--- config.mk ---
export PLATFORM = sky130hd
export DESIGN_NAME = adc_capture_ctrl
export DESIGN_NICKNAME = d
export VERILOG_FILES = /design/src/rtl/adc_capture_ctrl.sv
export SDC_FILE = /design/constraint.sdc
export NUM_CORES = 1
export LEC_CHECK = 0
export ABC_AREA = 1
export ABC_CLOCK_PERIOD_IN_PS = 1450
export BUFFER_PORTS_ARGS = -buffer_cell sky130_fd_sc_hd__buf_4
export CORE_ASPECT_RATIO = 2
export CORE_UTILIZATION = 40
export DETAILED_ROUTE_END_ITERATION = 10
export GPL_ROUTABILITY_DRIVEN = 0
export GPL_TIMING_DRIVEN = 0
export PLACE_DENSITY_LB_ADDON = 0.25
export SYNTH_ARGS = -nofsm -noshare
export SYNTH_HDL_FRONTEND = slang
export SYNTH_SLANG_ARGS = --single-unit
--- constraint.sdc ---
create_clock -name clk -period 1.45 [get_ports clk]
set_clock_uncertainty 0.2 [all_clocks]
set_input_delay 0.145 -clock clk [delete_from_list [all_inputs] [get_ports clk]]
set_output_delay 0.145 -clock clk [all_outputs]
set_load 0.05 [all_outputs]
--- src/rtl/adc_capture_ctrl.sv ---
// Write-side capture controller: resets the sample FIFO, fills it, waits for drain.
// Define TEST_PATTERN_EN to build the ramp test pattern selected by test_mode.
module adc_capture_ctrl #(
  parameter int DATA_W     = 16,
  parameter int RST_CYCLES = 8,
  parameter int DECIM_W    = 8
) (
  input  logic               clk,
  input  logic               rstn,
  input  logic               arm,
  input  logic               abort,
  input  logic               continuous,
  input  logic [DECIM_W-1:0] decim,
  input  logic               test_mode,
  input  logic [DATA_W-1:0]  adc_data,
  input  logic               adc_valid,
  input  logic               full,
  input  logic               empty,
  input  logic               wr_rst_busy,
  output logic               fifo_rst,
  output logic               wr_en,
  output logic [DATA_W-1:0]  din,
  output logic               busy,
  output logic [15:0]        capture_count
);

  localparam int RC_W =
    (RST_CYCLES > 1) ? $clog2(RST_CYCLES) : 1;
  localparam logic [RC_W-1:0] RC_LOAD =
    RC_W'(RST_CYCLES - 1);

  typedef enum logic [2:0] {
    S_IDLE,
    S_RESET,
    S_WAIT,
    S_FILL,
    S_DRAIN
  } state_t;

  state_t              state;
  logic [RC_W-1:0]     rcnt;
  logic [DECIM_W-1:0]  dcnt;
  logic [DECIM_W-1:0]  decim_l;
  logic                cont_l;
  logic [DATA_W-1:0]   adc_data_q;
  logic                adc_valid_q;
  logic                fill_entry;

  assign busy  = (state != S_IDLE);
  assign wr_en = (state == S_FILL) & adc_valid_q
               & (dcnt == '0) & ~full & ~abort;
  assign fill_entry = (state == S_WAIT)
                    & ~wr_rst_busy & ~abort;

  always_ff @(posedge clk) begin
    if (!rstn) begin
      adc_data_q  <= '0;
      adc_valid_q <= 1'b0;
    end else begin
      adc_data_q  <= adc_data;
      adc_valid_q <= adc_valid;
    end
  end

  always_ff @(posedge clk) begin
    if (!rstn) begin
      state         <= S_IDLE;
      fifo_rst      <= 1'b0;
      rcnt          <= '0;
      dcnt          <= '0;
      decim_l       <= '0;
      cont_l        <= 1'b0;
      capture_count <= '0;
    end else if (abort) begin
      state    <= S_IDLE;
      fifo_rst <= 1'b0;
    end else begin
      unique case (state)
        S_IDLE: begin
          if (arm) begin
            state    <= S_RESET;
            fifo_rst <= 1'b1;
            rcnt     <= RC_LOAD;
            cont_l   <= continuous;
            decim_l  <= decim;
          end
        end
        S_RESET: begin
          if (rcnt == '0) begin
            state    <= S_WAIT;
            fifo_rst <= 1'b0;
          end else begin
            rcnt <= rcnt - RC_W'(1);
          end
        end
        S_WAIT: begin
          if (!wr_rst_busy) begin
            state <= S_FILL;
            dcnt  <= '0;
          end
        end
        S_FILL: begin
          // keeps counting on full so the phase stays tied to valid samples
          if (adc_valid_q) begin
            if (dcnt == decim_l) dcnt <= '0;
            else dcnt <= dcnt + DECIM_W'(1);
          end
          if (full) state <= S_DRAIN;
        end
        S_DRAIN: begin
          if (empty) begin
            capture_count <= capture_count + 16'd1;
            if (cont_l) begin
              state    <= S_RESET;
              fifo_rst <= 1'b1;
              rcnt     <= RC_LOAD;
            end else begin
              state <= S_IDLE;
            end
          end
        end
        default: begin
          state    <= S_IDLE;
          fifo_rst <= 1'b0;
        end
      endcase
    end
  end

`ifdef TEST_PATTERN_EN
  logic [DATA_W-1:0] ramp;

  always_ff @(posedge clk) begin
    if (!rstn) begin
      ramp <= '0;
    end else if (fill_entry) begin
      ramp <= '0;
    end else if (wr_en) begin
      ramp <= ramp + DATA_W'(1);
    end
  end

  assign din = test_mode ? ramp : adc_data_q;
`else
  logic unused_tp;
  assign unused_tp = test_mode ^ fill_entry;
  assign din = adc_data_q;
`endif

endmodule
; ---- Yosys cells after proc, flatten, opt, wreduce, memory -nomap -nowiden
; Cells that the tools add are included.
[totals]
input_bits = 34
out_inout_bits = 35
wordCells = 68
register_bits = 57
[classes]
bitwise = 8
addsub = 3
n_reduce_logical = 14
n_mux = 21
eq_ne = 13
[op_table]
columns = cell, count
row1 = $mux W3, 9
row2 = $mux W8, 3
row3 = $add A16 B1 Y16 const B, 1
row4 = $ne A2 B2 Y1 const B, 8
row5 = $pmux W8 S2, 1
row6 = $pmux W3 S5, 1
row7 = $reduce_and A5 Y1, 2
row8 = $pmux W3 S3, 1
row9 = $add A8 B1 Y8 const B, 1
row10 = $eq A8 B8 Y1, 1
row11 = $logic_not A8 Y1, 1
row12 = $eq A3 B2 Y1 const B, 2
row13 = $logic_not A3 Y1, 2
row14 = $reduce_and A3 Y1, 2
row15 = $reduce_and A6 Y1, 1
row16 = $reduce_bool A3 Y1, 2
row17 = $mux W1, 5
row18 = $and A1 B1 Y1, 4
row19 = $not A1 Y1, 4
row20 = $pmux W1 S4, 1
row21 = $reduce_and A4 Y1, 1
row22 = $reduce_or A2 Y1, 2
row23 = $eq A3 B1 Y1 const B, 1
row24 = $eq A3 B3 Y1 const B, 1
row25 = other kinds (2), 2

; ---- Logic depth before layout (Yosys ltp)
; Gate-level depths: netlist of the first run.
[depth]
depth_word = 5
depth_mapped = 10
mapped_depth_nobuf = 10

; ---- Worst setup path before layout of the first run
; No wires, ideal clock.
[synth_path]
kind = register to output
startpoint = register dcnt[0]
endpoint = output wr_en
t_required_ns = 1.105
arrival_ns = 2.121
slack_ns = -1.016
n_path_buf = 0
stages_incl_launch_ff = 5
path_cell_list = dfxtp_1 > inv_1 > ha_1 > nand3_1 > nor4_1
[synth_between]
elab_chain_len = 4
[synth_rtl]
columns = element, line_no
row1 = from (decl), 42  ; logic [DECIM_W-1:0] dcnt;
row2 = from (signal assigned), 106  ; else dcnt <= dcnt + DECIM_W'(1);
row3 = $logic_not A8 Y1, 51  ; & (dcnt == '0) & ~full & ~abort;
row4 = $and A1 B1 Y1 (3 in series), 51
row5 = to (decl), 21  ; output logic wr_en,
; No other way between the ends.

; ---- Worst setup path after layout of the first run
[layout_path]
startpoint = register dcnt[1]
endpoint = output wr_en
; Same word-level chain as after synthesis.

==> results of run 1 <==
==> kinds of logic after synthesis <==
group                      Yosys count  synth area share
adders and majority gates            5            0.0234
DFF                                 57             0.426
AOI/OAI and AO/OA                   40            0.0780
xor gates and xnor gates             6            0.0196
and+or+nand+nor                    216             0.343
buffers and inverters               76             0.110
==> report_power, final <==
group / switching [mW] / internal (mW)
Sequential: 0.0363 / 1.61
Combinational: 0.438 / 0.332
Clock: 0.742 / 1.52
Total: 1.22 / 3.46
==> cell usage after synthesis <==
cell      number  area, um^2
nand2_2        3        18.8
nand3_1       28         140
nand4_1        5        31.3
nand2_1      112         420
ha_1           5        62.6
dfxtp_1       57        1140
nor4_1         2        12.5
nor3_2         1        10.0
nor2_4         2        22.5
nor3_1         8        40.0
a21oi_2        2        17.5
nor3b_1        1        7.51
buf_6          1        11.3
xor2_1         1        8.76
o21ai_0       15        75.1
a21oi_1       22         110
inv_2          2        7.51
nor2_2         2        12.5
inv_1         67         251
clkbuf_1       5        18.8
buf_2          1        5.00
nor2_1        51         191
o22ai_1        1        6.26
xnor2_1        5        43.8
nand4_2        1        12.5
==> per-layer routing <==
metal | track usage | vias up | share of wire
li1 | - | 1511 | -
met1 | 0.247 | 1436 | 0.37
met2 | 0.433 | 85 | 0.55
met3 | 0.0615 | 22 | 0.043
met4 | 0.135 | 0 | 0.034
met5 | 0 | - | 0
==> stage by stage <==
stage	TNS (ns)	util	hold WS, ns	power [mW]
floorplan	-0.501	-	0.0426	2.01
global placement	-8.45	0.534	0.125	2.18
detailed placement	-9.67	0.534	0.130	2.18
CTS	-5.46	0.694	0.0437	4.60
global route	-7.35	0.739	0.107	4.82
finish	-4.93	0.739	0.0873	4.68
==> registers in the layout (all words and copies together) (netlist names) <==
register,cells
rcnt,3
dcnt,8
capture_count,16
din,16
state,3
fifo_rst,1
cont_l,1
decim_l,8
adc_valid_q,1
==> layout make-up <==
class / instances / area [um^2] / area share
clock buffer: 12 / 278 / 0.0591
inverter: 69 / 279 / 0.0593
sequential: 57 / 1200 / 0.255
clock inverter: 4 / 46.3 / 0.00984
buffer: 6 / 37.5 / 0.00798
tap: 86 / 108 / 0.0229
multi-input combinational: 267 / 1660 / 0.352
timing repair buffer: 128 / 1100 / 0.234
==> worst max-delay path: stages (launching register included) <==
cell,delay [ns]
dfxtp_4,0.35
inv_4,0.07
ha_4,0.14
nand3_4,0.07
nor4_4,0.28
buf_6,0.19
==> repair_timing <==
action / CTS / global route
buffers inserted: 22 / 9
gates resized for setup: 89 / 45
cloned: 1 / 0
hold buffers: 27 / 2
setup endpoints to repair: 41 / 48
pin swaps: 30 / 17
hold endpoints to repair: 30 / 7
==> path summary, 6_finish.rpt <==
path                         start               endpoint  cells after the start  slack [ns]
max reg2reg  state[0]$_SDFFE_PP0P_   dcnt[1]$_SDFFE_PN0P_                      8       -0.26
max           dcnt[1]$_SDFFE_PN0P_                  wr_en                      5       -0.32
min                    wr_rst_busy  state[2]$_SDFFE_PP0P_                      6        0.09
min reg2reg   rcnt[1]$_SDFFE_PN0P_   rcnt[1]$_SDFFE_PN0P_                      2        0.27
==> cells in the final DEF, fill, tap and decap left out, types with 10 or more instances in the layout <==
cell,n
nand2_2,11
dfxtp_4,12
dfxtp_2,12
buf_4,86
nor2_1,37
dfxtp_1,33
nand3_2,13
nand2_1,98
buf_6,12
nand3_1,13
nor2_4,12
inv_1,58
clkbuf_16,10
dlygate4sd3_1,29
a21oi_1,16
==> out/metrics.cfg, run 1 <==
[run_status]
run_status = finished with violations
violations = setup timing

[layout]
stdcell_area_mm2 = 0.00470
antenna_cells = 0
fin_nets = 577
nFillCells = 451
area_growth_pct = 75.6
drive_above_1_share = 0.420
final_cells = 629

[global_routing]
grt_pass1_vias = 2883
antenna_found_initial = 0
grt_pass1_wl_um = 13000
gr-total-overflow = 0
grt_use_total = 0.245
grt_max_degree = 11

[synthesis]
synthDistinctLibCells = 25
synth_area_mm2 = 0.00268
ys_seq_area_frac = 0.426
synth_area_per_cell_um2 = 6.70
ys_ff_latch = 57
syn-num-nets = 439
yosys_warnings = 0
syn_inst = 400

[cts]
numCtsBuffers = 9
cts_sinks = 57
cts.clk_slew.worst_paths_ns = 0.05
clock_path_buffers = 2
h-tree-depth = 3
worstSkewPairLatency_ns = 0.33
cts-root-buf = clkbuf_16
tritoncts = yes

[power_and_ir_drop]
power_density_mw_per_mm2 = 995
p_leak_nw = 2.17
ir_drop_mv = 1.09

[timing]
final.period_utilization = 1.22
grt_setup_unrepaired = yes
fin_crit_ns = 1.77
slew_headroom = 0.602
final_hold_viol_count = 0
drv_slew = 0
max_freq_mhz = 564
tightest_slew_ns = 0.597
setup_viol = 37
setup_ws_ns = -0.324

[worst_setup_path]
cp.required_ns = 1.11
crit_type = reg2out
crit_path_start_kind = flip-flop
worst-path-max-fanout = 2
end_kind = output pin
arrival_ns = 1.43

[placement]
post-place-ws_ns = -0.466
place_area_mm2 = 0.00340
io_buffer_count = 67
dp_hpwl_um = 5130
place_inst = 553

[floorplanning]
core_area_mm2 = 0.00636
pin_count = 69
start_util = 0.421
die-area_mm2 = 0.00705
die_h_um = 118
die_w_um = 59.9
fp-row-count = 41

[route]
avgRoutedWirePerCell_um = 13.6
antenna_left = 0
drtIter0Drc = 132
vias = 3054
drc = 0
finalWirelength_um = 8550
drtPass1Iterations = 4
routed_via_density = 4.86

[worst_hold_path]
worstHoldPathType = in2reg

[flow_run]
max-cap-violations = 0

Note: power is estimated with default switching activity, not from simulation.
==> run 2: changes to the inputs <==
CORE_ASPECT_RATIO = default   (was 2)
==> out/metrics.cfg, run 2 (synthesis results as in run 1) <==
[cts]
numCtsBuffers = 9
h-tree-depth = 3
cts.clk_slew.worst_paths_ns = 0.07
cts_sinks = 57
clock_path_buffers = 2
tritoncts = yes
worstSkewPairLatency_ns = 0.33
cts-root-buf = clkbuf_8

[timing]
setup_ws_ns = -0.317
drv_slew = 0
grt_setup_unrepaired = yes
max_freq_mhz = 566
final_hold_viol_count = 0
tightest_slew_ns = 0.753
hold_slack_ns = 0.0688
slew_headroom = 0.498
fin_crit_ns = 1.77
setup_viol = 38
final.period_utilization = 1.22

[worst_setup_path]
cp_cell_sequence = inv_2, nand4_1, nor4_4, buf_6
slowest_stage = dfxtp_1
crit_type = reg2out
arrival_ns = 1.42
worst-path-max-fanout = 5
critPathMaxStageDelay_ns = 0.37
cp.required_ns = 1.11
crit_path_start_kind = flip-flop
end_kind = output pin

[layout]
area_growth_pct = 74.6
final_cells = 624
antenna_cells = 0
final_cell_mix = nand2_1, buf_4, inv_1
fin_nets = 581
drive_above_1_share = 0.452

[run_status]
violations = DRC, setup timing
run_status = finished with violations

[global_routing]
grt_use_total = 0.220
antenna_found_initial = 0
gr-total-overflow = 0
grt_max_degree = 12
grt_pass1_wl_um = 12300
grt_pass1_vias = 2745

[placement]
dp_hpwl_um = 4610
place_inst = 544
io_buffer_count = 67

[power_and_ir_drop]
ir_drop_mv = 1.07
internal-power_mw = 2.74
power_frac_seq = 0.420
p_leak_nw = 2.16
pwr-share-comb = 0.204
clkPwrFrac = 0.376
power_density_mw_per_mm2 = 839
p_sw_mw = 1.18
swShare = 0.301

[floorplanning]
die_w_um = 83.8
pin_count = 69
fp-row-count = 29
die-area_mm2 = 0.00703
die_h_um = 83.8
core_area_mm2 = 0.00642
start_util = 0.417

[route]
routed_via_density = 5.00
drc = 4
antenna_left = 0
avgRoutedWirePerCell_um = 14.6
finalWirelength_um = 9110
drtIter0Drc = 146
drtPass1Iterations = 8
vias = 3122

[flow_run]
max-cap-violations = 0

[worst_hold_path]
worstHoldPathType = in2reg

## run 2: cell count changes in the layout (fill, tap and decap cells not counted), moves of 4 or more
| cell | previous run | this run |
|---|---|---|
| clkbuf_16 | 10 | 1 |
| clkbuf_8 | 2 | 10 |
| nand2_2 | 11 | 22 |
| buf_6 | 12 | 16 |
| nand2_1 | 98 | 86 |
## run 2: final cells by class
| class | instances | area, um^2 |
|---|---|---|
| multi-input combinational | 267 | 1720 |
| buffer | 7 | 45.0 |
| inverter | 69 | 289 |
| clock inverter | 5 | 33.8 |
| sequential | 57 | 1190 |
| timing repair buffer | 131 | 1140 |
| clock buffer | 11 | 163 |
| fill | 421 | 1740 |
| tap | 77 | 96.3 |
## run 2: critical path: cells and delay by family, from the launching register on
kind                   cells  cell delay, ns
buffers and inverters      2            0.36
flip-flops                 1            0.37
AND/OR/NAND/NOR            2            0.35
## run 2: worst paths after layout
kind | slack [ns] | cells after the start | endpoint | startpoint
min reg2reg | 0.27 | 2 | rcnt[1]$_SDFFE_PN0P_ | rcnt[1]$_SDFFE_PN0P_
max reg2reg | -0.25 | 9 | decim_l[3]$_SDFFE_PN0P_ | state[0]$_SDFFE_PP0P_
min | 0.07 | 5 | state[2]$_SDFFE_PP0P_ | empty
max | -0.32 | 4 | wr_en | dcnt[3]$_SDFFE_PN0P_
## run 2: timing repair
| action | CTS | global route |
|---|---|---|
| gates cloned | 1 | 0 |
| gates resized for setup | 61 | 99 |
| hold buffers | 27 | 0 |
| endpoints found under the hold margin | 30 | 0 |
| buffers inserted | 17 | 22 |
| endpoints found under the setup margin | 41 | 42 |
| pin swaps | 19 | 36 |
## run 2: routing by layer
layer	vias up	global-route usage	wire, um
li1	1523	-	-
met1	1440	0.256	3550
met2	132	0.382	4680
met3	27	0.0534	653
met4	0	0.102	232
met5	-	0	0
## run 2: metrics by stage
step | util | worst slack, ns | total power [mW] | setup TNS, ns | cell area (um^2)
after floorplan | - | -0.134 | 2.01 | -0.501 | 2790
after global placement | 0.527 | -0.395 | 2.17 | -7.24 | 3390
after detailed placement | 0.527 | -0.431 | 2.18 | -8.63 | 3390
after CTS | 0.651 | -0.293 | 3.78 | -5.66 | 4180
after global routing | 0.728 | -0.410 | 4.09 | -8.33 | 4680
final | 0.728 | -0.317 | 3.93 | -5.90 | 4680
## run 2: power groups by stage
stage | clock [mW] | combinational, mW | sequential, mW
2_1_floorplan | 0 | 0.236 | 1.77
3_3_place_gp | 0 | 0.490 | 1.68
3_5_place_dp | 0 | 0.495 | 1.68
4_1_cts | 1.49 | 0.643 | 1.64
5_1_grt | 1.58 | 0.853 | 1.65
6_report | 1.48 | 0.801 | 1.65
